$ cat config.mk
export PLATFORM = sky130hd
export DESIGN_NAME = weight_pingpong_buffer
export DESIGN_NICKNAME = d
export VERILOG_FILES = /design/src/rtl/weight_pingpong_buffer.sv
export SDC_FILE = /design/constraint.sdc
export NUM_CORES = 1
export LEC_CHECK = 0
export BUFFER_PORTS_ARGS = -buffer_cell sky130_fd_sc_hd__buf_2
export CELL_PAD_IN_SITES_DETAIL_PLACEMENT = 1
export CELL_PAD_IN_SITES_GLOBAL_PLACEMENT = 1
export CORE_MARGIN = 8
export CORE_UTILIZATION = 40
export DETAILED_ROUTE_END_ITERATION = 16
export GPL_TIMING_DRIVEN = 0
export HOLD_SLACK_MARGIN = 0.1
export PLACE_DENSITY = 0.62
export SLEW_MARGIN = 10
export SYNTH_ARGS = -nofsm -noshare
export SYNTH_HDL_FRONTEND = slang
export SYNTH_SLANG_ARGS = --single-unit
$ cat constraint.sdc
create_clock -name clk -period 2.6 [get_ports clk]
set_clock_uncertainty 0.05 [all_clocks]
set_input_delay 0.52 -clock clk [delete_from_list [all_inputs] [get_ports clk]]
set_output_delay 0.52 -clock clk [all_outputs]
set_load 0.03 [all_outputs]
$ cat src/rtl/weight_pingpong_buffer.sv
// Double-buffered SIZE x SIZE weight store: one bank fills while the other streams a row per cycle.
// Optional per-entry even parity is enabled with `define WEIGHT_BUF_PARITY_EN.
module weight_pingpong_buffer #(
    parameter int SIZE       = 8,
    parameter int DATA_WIDTH = 5,
    parameter int ADDR_WIDTH = $clog2(SIZE*SIZE)
) (
    input  logic                          clk,
    input  logic                          rst_n,
    input  logic                          wr_en,
    input  logic [ADDR_WIDTH-1:0]         wr_addr,
    input  logic [DATA_WIDTH-1:0]         wr_data,
    input  logic                          load_done,
    output logic                          wr_ready,
    input  logic                          rd_start,
    output logic                          rd_ready,
    output logic                          rd_valid,
    output logic [(SIZE > 1 ? $clog2(SIZE) : 1)-1:0] rd_row,
    output logic [SIZE*DATA_WIDTH-1:0]    rd_data,
`ifdef WEIGHT_BUF_PARITY_EN
    input  logic                          wr_par_flip,
    output logic                          parity_err,
`endif
    output logic                          rd_last
);
    localparam int DEPTH = SIZE * SIZE;
    localparam int RW    = (SIZE > 1) ? $clog2(SIZE) : 1;
    localparam logic [ADDR_WIDTH:0] DEPTH_W = (ADDR_WIDTH+1)'(DEPTH);

    typedef enum logic {IDLE, STREAM} state_t;

    logic [DATA_WIDTH-1:0] mem_q [2][DEPTH];
    logic [1:0]            full_q, full_d;
    logic                  wb_q, wb_d, rb_q, rb_d;
    state_t                state_q, state_d;
    logic [RW-1:0]         cnt_q, cnt_d;
    logic                  vld_q, vld_d, last_q, last_d;
    logic [RW-1:0]         row_q, row_d;
    logic [SIZE*DATA_WIDTH-1:0] data_q, data_d, row_vec;

    logic                  load, src_bank, last_cyc, start_ok, wr_ok, row_bad;
    logic [RW-1:0]         src_row;
    logic [ADDR_WIDTH-1:0] el_idx;

    assign wr_ready = !full_q[wb_q];
    assign rd_ready = (state_q == IDLE) && full_q[rb_q];
    assign rd_valid = vld_q;
    assign rd_row   = row_q;
    assign rd_last  = last_q;
    assign rd_data  = data_q;

    assign wr_ok    = wr_en && wr_ready && ({1'b0, wr_addr} < DEPTH_W);
    assign last_cyc = (state_q == STREAM) && (cnt_q == RW'(SIZE-1));
    // A start on the final row chains straight into the other bank when it is already full.
    assign start_ok = rd_start && (rd_ready || (last_cyc && full_q[~rb_q]));

`ifdef WEIGHT_BUF_PARITY_EN
    logic par_q [2][DEPTH];
    logic perr_q;
    assign parity_err = perr_q;
`endif

    always_comb begin
        row_vec = '0;
        row_bad = 1'b0;
        el_idx  = '0;
        for (int j = 0; j < SIZE; j++) begin
            el_idx = ADDR_WIDTH'(int'(src_row) * SIZE + j);
            row_vec[j*DATA_WIDTH +: DATA_WIDTH] = mem_q[src_bank][el_idx];
`ifdef WEIGHT_BUF_PARITY_EN
            row_bad = row_bad | ((^mem_q[src_bank][el_idx]) ^ par_q[src_bank][el_idx]);
`endif
        end
    end

    always_comb begin
        state_d  = state_q;
        cnt_d    = cnt_q;
        wb_d     = wb_q;
        rb_d     = rb_q;
        full_d   = full_q;
        vld_d    = 1'b0;
        row_d    = '0;
        last_d   = 1'b0;
        data_d   = data_q;
        load     = 1'b0;
        src_bank = rb_q;
        src_row  = '0;
        if (load_done && wr_ready) begin
            full_d[wb_q] = 1'b1;
            wb_d         = ~wb_q;
        end
        case (state_q)
            IDLE: if (start_ok) begin
                load    = 1'b1;
                state_d = STREAM;
            end
            STREAM: if (last_cyc) begin
                full_d[rb_q] = 1'b0;
                rb_d         = ~rb_q;
                state_d      = IDLE;
                if (start_ok) begin
                    load     = 1'b1;
                    src_bank = ~rb_q;
                    state_d  = STREAM;
                end
            end else begin
                load    = 1'b1;
                src_row = cnt_q + 1'b1;
            end
            default: state_d = IDLE;
        endcase
        if (load) begin
            cnt_d  = src_row;
            vld_d  = 1'b1;
            row_d  = src_row;
            last_d = (src_row == RW'(SIZE-1));
            data_d = row_vec;
        end
    end

    always_ff @(posedge clk) begin
        if (!rst_n) begin
            state_q <= IDLE;
            cnt_q   <= '0;
            wb_q    <= 1'b0;
            rb_q    <= 1'b0;
            full_q  <= '0;
            vld_q   <= 1'b0;
            row_q   <= '0;
            last_q  <= 1'b0;
            data_q  <= '0;
        end else begin
            state_q <= state_d;
            cnt_q   <= cnt_d;
            wb_q    <= wb_d;
            rb_q    <= rb_d;
            full_q  <= full_d;
            vld_q   <= vld_d;
            row_q   <= row_d;
            last_q  <= last_d;
            data_q  <= data_d;
        end
    end

    always_ff @(posedge clk) begin
        if (!rst_n) begin
            for (int b = 0; b < 2; b++)
                for (int i = 0; i < DEPTH; i++)
                    mem_q[b][i] <= '0;
        end else if (wr_ok) begin
            mem_q[wb_q][wr_addr] <= wr_data;
        end
    end

`ifdef WEIGHT_BUF_PARITY_EN
    always_ff @(posedge clk) begin
        if (!rst_n) begin
            perr_q <= 1'b0;
            for (int b = 0; b < 2; b++)
                for (int i = 0; i < DEPTH; i++)
                    par_q[b][i] <= 1'b0;
        end else begin
            perr_q <= perr_q | (load & row_bad);
            if (wr_ok)
                par_q[wb_q][wr_addr] <= (^wr_data) ^ wr_par_flip;
        end
    end
`endif

endmodule

==> metrics.txt <==
# TYPE chip_impl_metric gauge
chip_impl_metric{name="finalWirelength",unit="um"} 123200
chip_impl_info{name="run_status",value="finished clean"} 1
chip_impl_metric{name="io_buffer_count",unit=""} 62
chip_impl_metric{name="route.vias.total",unit=""} 23271
chip_impl_metric{name="slowest_delay",unit="ns"} 0.41
chip_impl_info{name="worst-setup-path-type",value="flip-flop to flip-flop"} 1
chip_impl_metric{name="clock_latency_of_the_later_clocked_register_in_the_worst_skew_pair",unit="ns"} 0.65
chip_impl_metric{name="initial_utilization",unit="%"} 40.34
chip_impl_metric{name="post-route-period-util",unit="%"} 99.65
chip_impl_info{name="crit_path_top_delay_cell",value="clkbuf_2"} 1
chip_impl_metric{name="actual_transition_at_the_worst_max_transition_pin",unit="ns"} 1.450
chip_impl_metric{name="die_w",unit="um"} 287.0
chip_impl_metric{name="yosys.area_share.xor_xnor",unit="%"} 0.05962
chip_impl_metric{name="wire_per_inst",unit="um"} 31.61
chip_impl_metric{name="core-area",unit="um2"} 72830
chip_impl_metric{name="min_period",unit="ns"} 2.591
chip_impl_metric{name="htree_levels",unit=""} 3
chip_impl_metric{name="synthAdderAreaFrac",unit="%"} 0.08517
chip_impl_metric{name="tns",unit="ns"} 0
chip_impl_metric{name="net_count_reported_at_finish",unit=""} 2890
chip_impl_metric{name="avgSynthCellArea",unit="um2"} 11.05
chip_impl_metric{name="met2_usage",unit="%"} 45.30
chip_impl_metric{name="slew_limit_headroom",unit="%"} 3.346
chip_impl_metric{name="place_hpwl",unit="um"} 82030
chip_impl_metric{name="synth-edff-count",unit=""} 640
chip_impl_info{name="cp-start-kind",value="flip-flop"} 1
chip_impl_metric{name="gp_routability_congestion",unit=""} 0.9205
chip_impl_metric{name="grt_pass1_vias",unit=""} 23873
chip_impl_info{name="cell_family_with_most_cp_delay",value="simple AND/OR/NAND/NOR gates"} 1
chip_impl_metric{name="synth_simple_gate_area_share",unit="%"} 20.10
chip_impl_metric{name="grt_use_met1",unit="%"} 38.00
chip_impl_info{name="rsz0062_at_grt",value="true"} 1
chip_impl_metric{name="dr.pass1.iters",unit=""} 6
chip_impl_metric{name="drcViolationCount",unit=""} 0
chip_impl_metric{name="post_synthesis_register_bit_count",unit=""} 692
chip_impl_metric{name="maximum_number_of_pins_on_one_net_before_global_route_repair",unit=""} 41
chip_impl_metric{name="yosys-mux-area-fraction",unit="%"} 0.1065
chip_impl_metric{name="mappedNetlistArea",unit="um2"} 29380
chip_impl_metric{name="dieArea",unit="um2"} 82380
chip_impl_metric{name="p_leak",unit="uW"} 0.01285
chip_impl_metric{name="syn_inst",unit=""} 2658
chip_impl_metric{name="cp_data_required_time",unit="ns"} 3.09
chip_impl_metric{name="number_of_sinks_driven_by_the_clock_tree",unit=""} 692
chip_impl_metric{name="final_hold_violating_endpoints",unit=""} 0
chip_impl_metric{name="area_delta_synth_final",unit="%"} 22.21
chip_impl_metric{name="final_cell_count_no_fill",unit=""} 3897
chip_impl_metric{name="drt_first_iter_violations",unit=""} 2635
chip_impl_metric{name="grt_first_pass_wirelength",unit="um"} 171500
chip_impl_metric{name="post-place-cells",unit=""} 3684
chip_impl_metric{name="worst_ep_arrival_time",unit="ns"} 3.09
chip_impl_info{name="crit_chain",value="ha_4 -> ha_4 -> and2b_1 -> nand2_2 -> nor2_4 -> clkbuf_2 -> a32oi_2 -> a31oi_1"} 1
chip_impl_metric{name="cts.path.max_buffers",unit=""} 3
chip_impl_metric{name="final_antenna_net_count",unit=""} 0
chip_impl_info{name="r2r-start",value="cnt_q[0]"} 1
chip_impl_metric{name="maxSlewViolCount",unit=""} 0
chip_impl_metric{name="io-pin-count",unit=""} 63
chip_impl_metric{name="synth_sequential_area_ratio",unit="%"} 68.95
chip_impl_metric{name="tritoncts.num_buffers",unit=""} 79
chip_impl_metric{name="overflow",unit=""} 0
chip_impl_metric{name="cts.reportedPaths.clkPinSlew",unit="ns"} 0.07
chip_impl_metric{name="critPathBufInv",unit=""} 1
chip_impl_metric{name="maxCapViolCount",unit=""} 0
chip_impl_metric{name="vdd.ir_drop.worst",unit="mV"} 0.3718
chip_impl_metric{name="yosysWarningCount",unit=""} 0
chip_impl_metric{name="cp_max_fo",unit=""} 10
chip_impl_metric{name="viasPerCell",unit=""} 5.972
chip_impl_metric{name="timing.fmax",unit="MHz"} 386.0
chip_impl_info{name="worst_path_most_repeated_cell",value="ha_4"} 1
chip_impl_info{name="setup.worst_path.start",value="cnt_q[0]"} 1
chip_impl_metric{name="rows",unit=""} 99
chip_impl_info{name="tightest_hold_check_type",value="input port to flip-flop"} 1
chip_impl_metric{name="number_of_distinct_library_cell_variants_in_the_gate_level_netlist_after_synthesis",unit=""} 39
chip_impl_metric{name="antenna_violations_before_repair",unit=""} 4
chip_impl_info{name="yosys_most_used_dff",value="edfxtp_1"} 1
chip_impl_metric{name="synth_area_in_compound_gates",unit="%"} 7.044
chip_impl_metric{name="async_reset_ff_share",unit="%"} 0
chip_impl_info{name="endpoint_kind",value="flip-flop"} 1
chip_impl_metric{name="layout.core_utilization",unit="%"} 49.30
chip_impl_metric{name="die_h",unit="um"} 287.0
chip_impl_info{name="cts_root_buffer",value="clkbuf_16"} 1
chip_impl_metric{name="synth_nets",unit=""} 2676
chip_impl_metric{name="final_layout_size_suffix_gt1_share",unit="%"} 22.74
chip_impl_metric{name="timing.final.setup_violations",unit=""} 0
chip_impl_info{name="clock_tree_from_tritoncts",value="built"} 1
chip_impl_metric{name="use_met3",unit="%"} 7.066
chip_impl_metric{name="total_global_routing_track_utilization",unit="%"} 29.26
chip_impl_info{name="dominant_combinational_cell_family_by_area_after_synthesis",value="simple AND/OR/NAND/NOR gates"} 1
chip_impl_metric{name="powerDensity",unit="nW/um2"} 726.2
chip_impl_info{name="hold_path_startpoint",value="wr_data[4]"} 1
chip_impl_info{name="grt_busiest_layer",value="met2"} 1
==> sequential cells by signal, indices dropped and copies added, names as in the netlist <==
name and flops:
rd_data 40, full_q 2, wb_q 1, rd_row 3
rb_q 1, rd_last 1, state_q 1, cnt_q 3
mem_q 640
==> synthesized netlist by cell type (3+ instances only) <==
master    number  area share (%)
nand2_1      681             8.7
clkbuf_1      92             1.2
buf_4         18            0.46
buf_2         82             1.4
edfxtp_1     640              65
o21ai_0      168             2.9
a21o_1        41             1.0
buf_6         12            0.46
a31oi_1       80             1.7
buf_1          4           0.051
and2_1        12            0.26
nand4_1       42            0.89
dfxtp_1       52             3.5
nor2b_1       11            0.23
o21a_1         3           0.077
a32oi_1       40             1.2
nor2_1       339             4.3
and3_1        42            0.89
nand3_1      268             4.6
inv_1          6           0.077
==> power breakdown <==
part           switching [uW]  total, uW  internal, uW
clock network            4680      10800          6160
logic                    1660       2320           664
registers                 216      12900         12700
total                    6550      26100         19500
==> cell type report <==
type	instances	area, um2
clock inverter	49	310.3
antenna	1	2.502
multi-input combinational	1750	9365
clock buffer	97	2150
inverter	7	26.28
fill	7625	36930
sequential	692	20260
buffer	206	1469
timing repair buffer	136	1120
tap	959	1200
==> routing by layer <==
metal  up-vias  part of all wire [%]
met5         -                 0.011
met4         2                   5.7
met3       331                   9.7
met2      1264                    45
met1     11776                    40
li1       9898                     -
==> repair_timing <==
action,CTS,global route
setup endpoints to repair,755,989
gates cloned,8,0
buffers inserted,60,0
pin swaps,105,11
endpoints found under the hold margin,1,0
resized for setup,487,120
hold buffers,1,0
==> cells by family after synthesis <==
group	Yosys count
AND/OR/NAND/NOR	1404
flip-flops	692
AO/OA/AOI/OAI	339
buffers and inverters	216
multiplexers	3
XOR/XNOR	2
adder cells (fa/ha/maj)	2
==> placed cells by master (no fill, tap or decap), types with 27 or more instances in the layout <==
cell / n
nand4_1: 42
nand2_1: 645
a31oi_1: 74
nand2_2: 27
nand3_1: 240
o21ai_2: 86
clkbuf_2: 45
o21ai_0: 40
buf_4: 84
clkbuf_16: 83
dfxtp_1: 50
o21ai_4: 29
edfxtp_1: 640
buf_2: 106
and3_1: 30
a21o_1: 41
clkbuf_1: 38
nor2_1: 336
==> worst paths after layout <==
path,end,slack [ns],cells after the start
worst min register to register,rd_data[29],0.52,2
worst max register to register,rd_data[19],0.009,8
worst max-delay path,rd_data[19],0.009,8
worst min-delay path,mem_q[1][319],0.31,2
==> through the flow <==
step / hold WS (ns) / setup slack, ns / total power (uW) / area [um2]
2_1_floorplan: 0.4656 / 0.09040 / 14140 / 29390
3_3_place_gp: 0.4771 / -1.077 / 14970 / 30900
3_5_place_dp: 0.5038 / -1.144 / 15060 / 31030
4_1_cts: 0.2731 / -0.2099 / 26010 / 35480
5_1_grt: 0.3065 / -0.05068 / 26650 / 35900
6_report: 0.3065 / 0.009216 / 26080 / 35910
Power figures use the tool's default switching activity.
